`config.mk`:
```
export PLATFORM = sky130hd
export DESIGN_NAME = rob_wb_arbiter
export DESIGN_NICKNAME = d
export VERILOG_FILES = /design/src/rtl/rob_wb_arbiter.sv
export SDC_FILE = /design/constraint.sdc
export NUM_CORES = 1
export LEC_CHECK = 0
export ABC_AREA = 0
export ABC_CLOCK_PERIOD_IN_PS = 9400
export CAP_MARGIN = 20
export CORE_ASPECT_RATIO = 0.5
export CORE_MARGIN = 4
export CORE_UTILIZATION = 54
export DETAILED_ROUTE_END_ITERATION = 8
export PLACE_DENSITY = 0.82
export SLEW_MARGIN = 20
export SYNTH_ARGS = -nofsm -noshare
export SYNTH_HDL_FRONTEND = slang
export SYNTH_SLANG_ARGS = --single-unit
```
`constraint.sdc`:
```
create_clock -name i_clock -period 9.4 [get_ports i_clock]
set_input_delay 2.82 -clock i_clock [delete_from_list [all_inputs] [get_ports i_clock]]
set_output_delay 2.82 -clock i_clock [all_outputs]
set_load 0.005 [all_outputs]
```
`src/rtl/rob_wb_arbiter.sv`:
```
// ROB writeback arbiter: NREQ one-entry holding buffers share NPORTS ROB write
// ports under a rotating-priority scheduler; flush drops all buffered results.
module rob_wb_arbiter #(
  parameter int ROB_DEPTHLOG = 4,
  parameter int NREQ         = 4,
  parameter int NPORTS       = 2,
  parameter int DATA_W       = 32
) (
  input  logic                             i_clock,
  input  logic                             i_reset_n,
  input  logic [NREQ-1:0]                  i_req_valid,
  input  logic [NREQ*ROB_DEPTHLOG-1:0]     i_req_slot,
  input  logic [NREQ*DATA_W-1:0]           i_req_data,
  output logic [NREQ-1:0]                  o_req_ready,
  input  logic                             i_flush,
  input  logic                             i_rob_wr_stall,
  output logic [NPORTS-1:0]                o_wr_valid,
  output logic [NPORTS*ROB_DEPTHLOG-1:0]   o_wr_slot,
  output logic [NPORTS*DATA_W-1:0]         o_wr_data
);

  localparam int PTR_W = (NREQ > 1) ? $clog2(NREQ) : 1;

  logic [NREQ-1:0]         r_hold_valid;
  logic [ROB_DEPTHLOG-1:0] r_hold_slot [NREQ];
  logic [DATA_W-1:0]       r_hold_data [NREQ];
  logic [PTR_W-1:0]        r_rr_ptr;

  logic [NREQ-1:0]   w_cand;
  logic [NREQ-1:0]   w_grant;
  logic [NREQ-1:0]   w_accept;
  logic [NPORTS-1:0] w_port_used;
  logic [PTR_W-1:0]  w_next_ptr;
  logic              w_go;

  assign w_go = ~i_rob_wr_stall & ~i_flush;

  // Rotated scan from r_rr_ptr; the k-th held buffer found drives port k.
  always_comb begin
    int unsigned      idx;
    int unsigned      cnt;
    logic [PTR_W-1:0] sel;
    w_cand      = '0;
    w_port_used = '0;
    o_wr_slot   = '0;
    o_wr_data   = '0;
    w_next_ptr  = r_rr_ptr;
    idx         = 0;
    cnt         = 0;
    sel         = '0;
    for (int unsigned k = 0; k < NREQ; k++) begin
      idx = int'(r_rr_ptr) + k;
      if (idx >= NREQ) idx = idx - NREQ;
      sel = PTR_W'(idx);
      if (r_hold_valid[sel] && cnt < NPORTS) begin
        w_cand[sel]                                   = 1'b1;
        w_port_used[cnt]                              = 1'b1;
        o_wr_slot[cnt*ROB_DEPTHLOG +: ROB_DEPTHLOG]   = r_hold_slot[sel];
        o_wr_data[cnt*DATA_W +: DATA_W]               = r_hold_data[sel];
        w_next_ptr                                    = PTR_W'((idx + 1) % NREQ);
        cnt                                           = cnt + 1;
      end
    end
  end

  assign w_grant     = w_cand & {NREQ{w_go}};
  assign o_wr_valid  = w_port_used & {NPORTS{w_go}};
  assign o_req_ready = {NREQ{~i_flush}} & (~r_hold_valid | w_grant);
  assign w_accept    = i_req_valid & o_req_ready;

  always_ff @(posedge i_clock or negedge i_reset_n) begin
    if (!i_reset_n) begin
      r_hold_valid <= '0;
      r_rr_ptr     <= '0;
      for (int unsigned i = 0; i < NREQ; i++) begin
        r_hold_slot[i] <= '0;
        r_hold_data[i] <= '0;
      end
    end else begin
      if (i_flush) begin
        r_hold_valid <= '0;
      end else begin
        for (int unsigned i = 0; i < NREQ; i++) begin
          if (w_accept[i]) begin
            r_hold_valid[i] <= 1'b1;
            r_hold_slot[i]  <= i_req_slot[i*ROB_DEPTHLOG +: ROB_DEPTHLOG];
            r_hold_data[i]  <= i_req_data[i*DATA_W +: DATA_W];
          end else if (w_grant[i]) begin
            r_hold_valid[i] <= 1'b0;
          end
        end
      end
      if (|w_grant) r_rr_ptr <= w_next_ptr;
    end
  end

endmodule
```
# Yosys cells after proc, flatten, opt, wreduce, memory -nomap -nowiden
# Index checks and enable logic that the tools add are counted.
# W data, S select, Z words.
# classes
addsub	19
mul	0
div	0
order_cmp	25
n_eq_ne	0
shifts	12
mux	88
n_bitwise	19
n_reduce_logical	21
# ops
op	count
$mux W32	11
$bmux W32 S2	4
$neg A32 Y34	6
$bwmux W64	3
$lt A32 B2 Y1 const B	6
$mux W64	3
$shift A32 B34 Y64 const A	3
$shiftx A32 B34 Y64	3
$shift A4 B34 Y8 const A	3
$shiftx A4 B34 Y8	3
$ge A32 B1 Y1 const B	3
$add A32 B1 Y32 const B	2
$mux W4	14
$bmux W4 S2	4
$bwmux W8	3
$mux W8	3
$mux W2	11
$ge A3 B3 Y1 const B	7
$mux W1	21
$or A4 B4 Y4	4
$and A4 B4 Y4	3
$lt A2 B3 Y1 const B	4
$not A2 Y3	4
$reduce_bool A3 Y1	4
other kinds (19)	52
# totals
register_bits	150
latch_bits	0
mem_bits_rw	0
mem_bits_ro	0
inputBits	152
out_inout_bits	78
wordCells	197
memories	0

# Longest topological paths before layout
# depth
depth_word	20
depth_mapped	25
ltp_nobuf	16

# Least setup slack after synthesis
# OpenSTA, ideal clock, no wires.
# synth_path
path_kind	reg2out
startpoint	register r_rr_ptr[1]
endpoint	output port o_wr_data[10]
t_arrival_ps	4986
t_required_ps	6580
setup_slack_ps	1594
path_stages_with_launch	24
path_buffers	9
cell_sequence	dfrtp_1 > buf_4 > clkbuf_1 > buf_1 > inv_1 > ha_1 > buf_6 > mux4_2 > ha_1 > nand2b_1 > o2bb2ai_1 > buf_4 > and2_1 > clkbuf_1 > clkbuf_1 > o21bai_1 > ha_1 > inv_1 > ha_1 > nor2_1 > nand4b_1 > buf_2 > clkbuf_1 > a21oi_1
# synth_between
elab_chain_len	15
word_cells_on_any_way	66
classes_between	12 x add/sub; 7 x order compare; 6 x shift; 34 x mux; 4 x bitwise; 3 x reduce/logical
# synth_lines
element	line_no	text
start: declaration	27	logic [PTR_W-1:0] r_rr_ptr;
start signal: assignment	93	if (|w_grant) r_rr_ptr <= w_next_ptr;
$ge A2 B3 Y1 / $sub A2 B1 Y2 (equally long branches)	53	if (idx >= NREQ) idx = idx - NREQ;
$mux W2	53	
$bmux W1 S2	55	if (r_hold_valid[sel] && cnt < NPORTS) begin
$mux W1 (implied by the code)	55	
$mux W1	55	
$lt A32 B2 Y1	55	
$logic_and A1 B1 Y1	55	
$mux W32	55	
$lt A32 B2 Y1	55	
$logic_and A1 B1 Y1	55	
$mux W32	55	
$neg A32 Y34	59	o_wr_data[cnt*DATA_W +: DATA_W] = r_hold_data[sel];
$shiftx A32 B34 Y64 / $shift A32 B34 Y64 (equally long branches)	59	
$bwmux W64	59	
$mux W64 *	55	
end: declaration	19	output logic [NPORTS*DATA_W-1:0] o_wr_data
# Every way passes the cells marked *; elsewhere a longest branch is shown, timed or not. The select of a mux whose other input is x is not followed.

# Worst setup path in the final report
# layout_path
startpoint	register r_rr_ptr[0]
endpoint	output port o_wr_data[23]
# The elaborated chain is that of the path after synthesis.

==> impl_metrics.toml <==
[clock_tree]
clockRootBuffer = "clkbuf_16"
tritoncts = "yes"
cts_htree_levels = 4
numCtsBuffers = 17
path_clk_slew_ps = 70
clk_path_buf_depth = 2
postCtsSetupBuffers = 0
ctsHoldBuffers = 0
clock_latency_ps = 450
cts_resized = 0
cts.sinks = 150

[sta]
hold_violations = 0
setup_viol = 0
final_max_slew_viol_count = 0
max_freq_mhz = 116
finalClockSkew_ps = 7.79
tightest_slew_ps = 1080
rsz0062_at_grt = "no"
fin_crit_sh = 0.914
fin_setup_tns_ps = 0
layout_min_cycle_time_ps = 8590
relSlewSlack = 0.279

[routing]
first_pass_iters = 5
wl_per_cell_um = 25.3
wirelength_um = 36100
via_per_inst = 6.80
antenna_left = 0
vias = 9724
drt_iter0_markers = 1331
drcViolationCount = 0

[pwr]
p_leak_nw = 5.86
power_density_mw_per_mm2 = 393
fin_total_pwr_mw = 5.92
ir_drop_mv = 0.310

[layout]
areaGrowthSynthToFinish_pct = 24.2
drive_gt1_frac = 0.319
finalNetCount = 1282
fillCellCount = 1511
stdcell_count = 1430
layout_common_cells = "228 x clkdlybuf4s50_1, 148 x dfrtp_1, 144 x mux4_2"
final_common_cell = "clkdlybuf4s50_1"

[worst_setup_path]
worstSetupEndpointType = "output pin"
worstSetupPathType = "flip-flop to output pin"
worst_setup_path_start_kind = "flip-flop"
cp.required_ps = 6580
worstPathArrival_ps = 5770
worstPathMaxFanout = 40

[outcome]
status = "finished clean"

[floorplanning]
die-width_um = 220
rows = 38
coreArea_mm2 = 0.0219
io_pins = 230
initial_core_util = 0.554
die_height_um = 114
die-area_mm2 = 0.0250

[yosys]
synth_cell_type_count = 50
synth_edf_count = 0
yosysWarningCount = 0
synth.avg_cell_area_um2 = 12.8
netlist_instances = 944
synth.area.top_cells = "dfrtp_1 31%, mux4_2 27%, mux2_4 15%"
syn-num-nets = 1109
netlist_area_mm2 = 0.0121
ys_async_sr_fraction = 1.00
synth_top_area_share = 0.310
yosysSeqAreaShare = 0.310
ys.flop_type = "dfrtp_1"
synth_top_area_cell = "dfrtp_1"
ys_seq_elements = 150

[global_routing]
gr-total-overflow = 0
antenna_found_initial = 1
grt_pass1_wl_um = 56200
grt_max_degree = 92
grt_pass1_vias = 10100
grt.total_usage = 0.290

[min_path]
hold_class = "flip-flop to flip-flop"

[run]
max_cap_viol_count = 0

[placed_design]
place_congestion = 0.942
io_buffers = 229
dp_hpwl_um = 22800
placed_cells = 1396
[flip-flops by register name, summed over array words and instances (netlist names)]
register / flops
r_hold_slot: 16
r_hold_valid: 4
r_rr_ptr: 2
r_hold_data: 128
[final cells by class]
class | count | area [µm²] | area share
multi-input cells | 684 | 7730 | 0.514
repair buffers | 250 | 2500 | 0.166
inverters | 14 | 52.6 | 0.00349
diodes | 1 | 2.50 | 0.000166
flip-flops and latches | 150 | 3760 | 0.250
clock buffers | 19 | 443 | 0.0294
clock inverters | 12 | 179 | 0.0119
well taps | 300 | 375 | 0.0250
[where the power goes]
part	switching [mW]	leakage (nW)	internal, mW
sequential	0.315	1.76	0.847
combinational	1.79	3.80	2.22
clock	0.295	0.295	0.450
total	2.40	5.86	3.52
[critical path, stage by stage, from the launching register on]
cell and delay, ps:
dfrtp_4 770, inv_1 250, ha_4 350, mux4_2 610, ha_1 270, nand2b_1 150, o2bb2ai_1 150, buf_4 210
inv_1 120, fa_1 470, nand2b_1 230, o22a_1 250, nor2_1 80, nand4b_1 110, buf_4 410, nor2_1 110
a21oi_1 210, clkdlybuf4s50_1 550
[logic make-up (layout without fill, tap and decap cells)]
kind of cell	count (synthesis)	in the layout	share of synthesized area
fa+ha+maj	13	13	0.0140
xor+xnor	2	2	0.00145
other cells	1	2	0.000309
buf+inv	110	295	0.0552
mux	296	296	0.445
compound gates	223	223	0.119
flops	150	150	0.310
simple gates	149	149	0.0545
[through the flow]
stage | hold WS (ps) | setup WS [ps] | util | area (µm²)
after global routing | 601 | 512 | 0.688 | 15000
after detailed placement | 565 | 1310 | 0.657 | 14400
after CTS | 580 | 832 | 0.685 | 15000
final | 581 | 811 | 0.688 | 15000
after floorplan | 527 | 1590 | - | 12100
after global placement | 544 | 1530 | 0.657 | 14400
[worst paths after layout]
check / start / endpoint / slack, ps / cells past startpoint
max in group asynchronous: i_reset_n / r_hold_data[114] / 5590 / 2
max reg2reg: r_rr_ptr[0] / r_hold_data[96] / 3820 / 16
min: r_hold_data[84] / r_hold_data[84] / 580 / 1
max: r_rr_ptr[0] / o_wr_data[23] / 810 / 17
min reg2reg: r_hold_data[84] / r_hold_data[84] / 580 / 1
min in group asynchronous: i_reset_n / r_hold_valid[3] / 2460 / 1
[per-layer routing]
layer  part of all wire  vias to the layer above  global-route usage
li1                   -                     4082                   -
met1               0.39                     4960               0.380
met2               0.50                      575               0.474
met3              0.078                      107              0.0588
met4              0.036                        0               0.133
met5                  0                        -                   0
[Yosys cell counts (2+ instances only)]
cell type,number
buf_12,12
a21oi_1,79
clkbuf_1,44
buf_2,19
mux2_4,120
buf_4,6
buf_6,2
nor2b_1,6
buf_1,13
a22o_1,4
mux4_2,144
dfrtp_1,150
nand3_1,7
nor2_1,112
mux2_2,25
ha_1,12
a31oi_1,37
nand2b_1,4
nand2_1,9
o32ai_1,4
mux2i_1,6
a22oi_1,70
o21a_2,3
o21ai_0,9
xnor2_1,2
o211ai_1,3
inv_1,14
o22ai_1,2
nor3_4,3
a211oi_2,3
(Power assumes the default switching activity.)
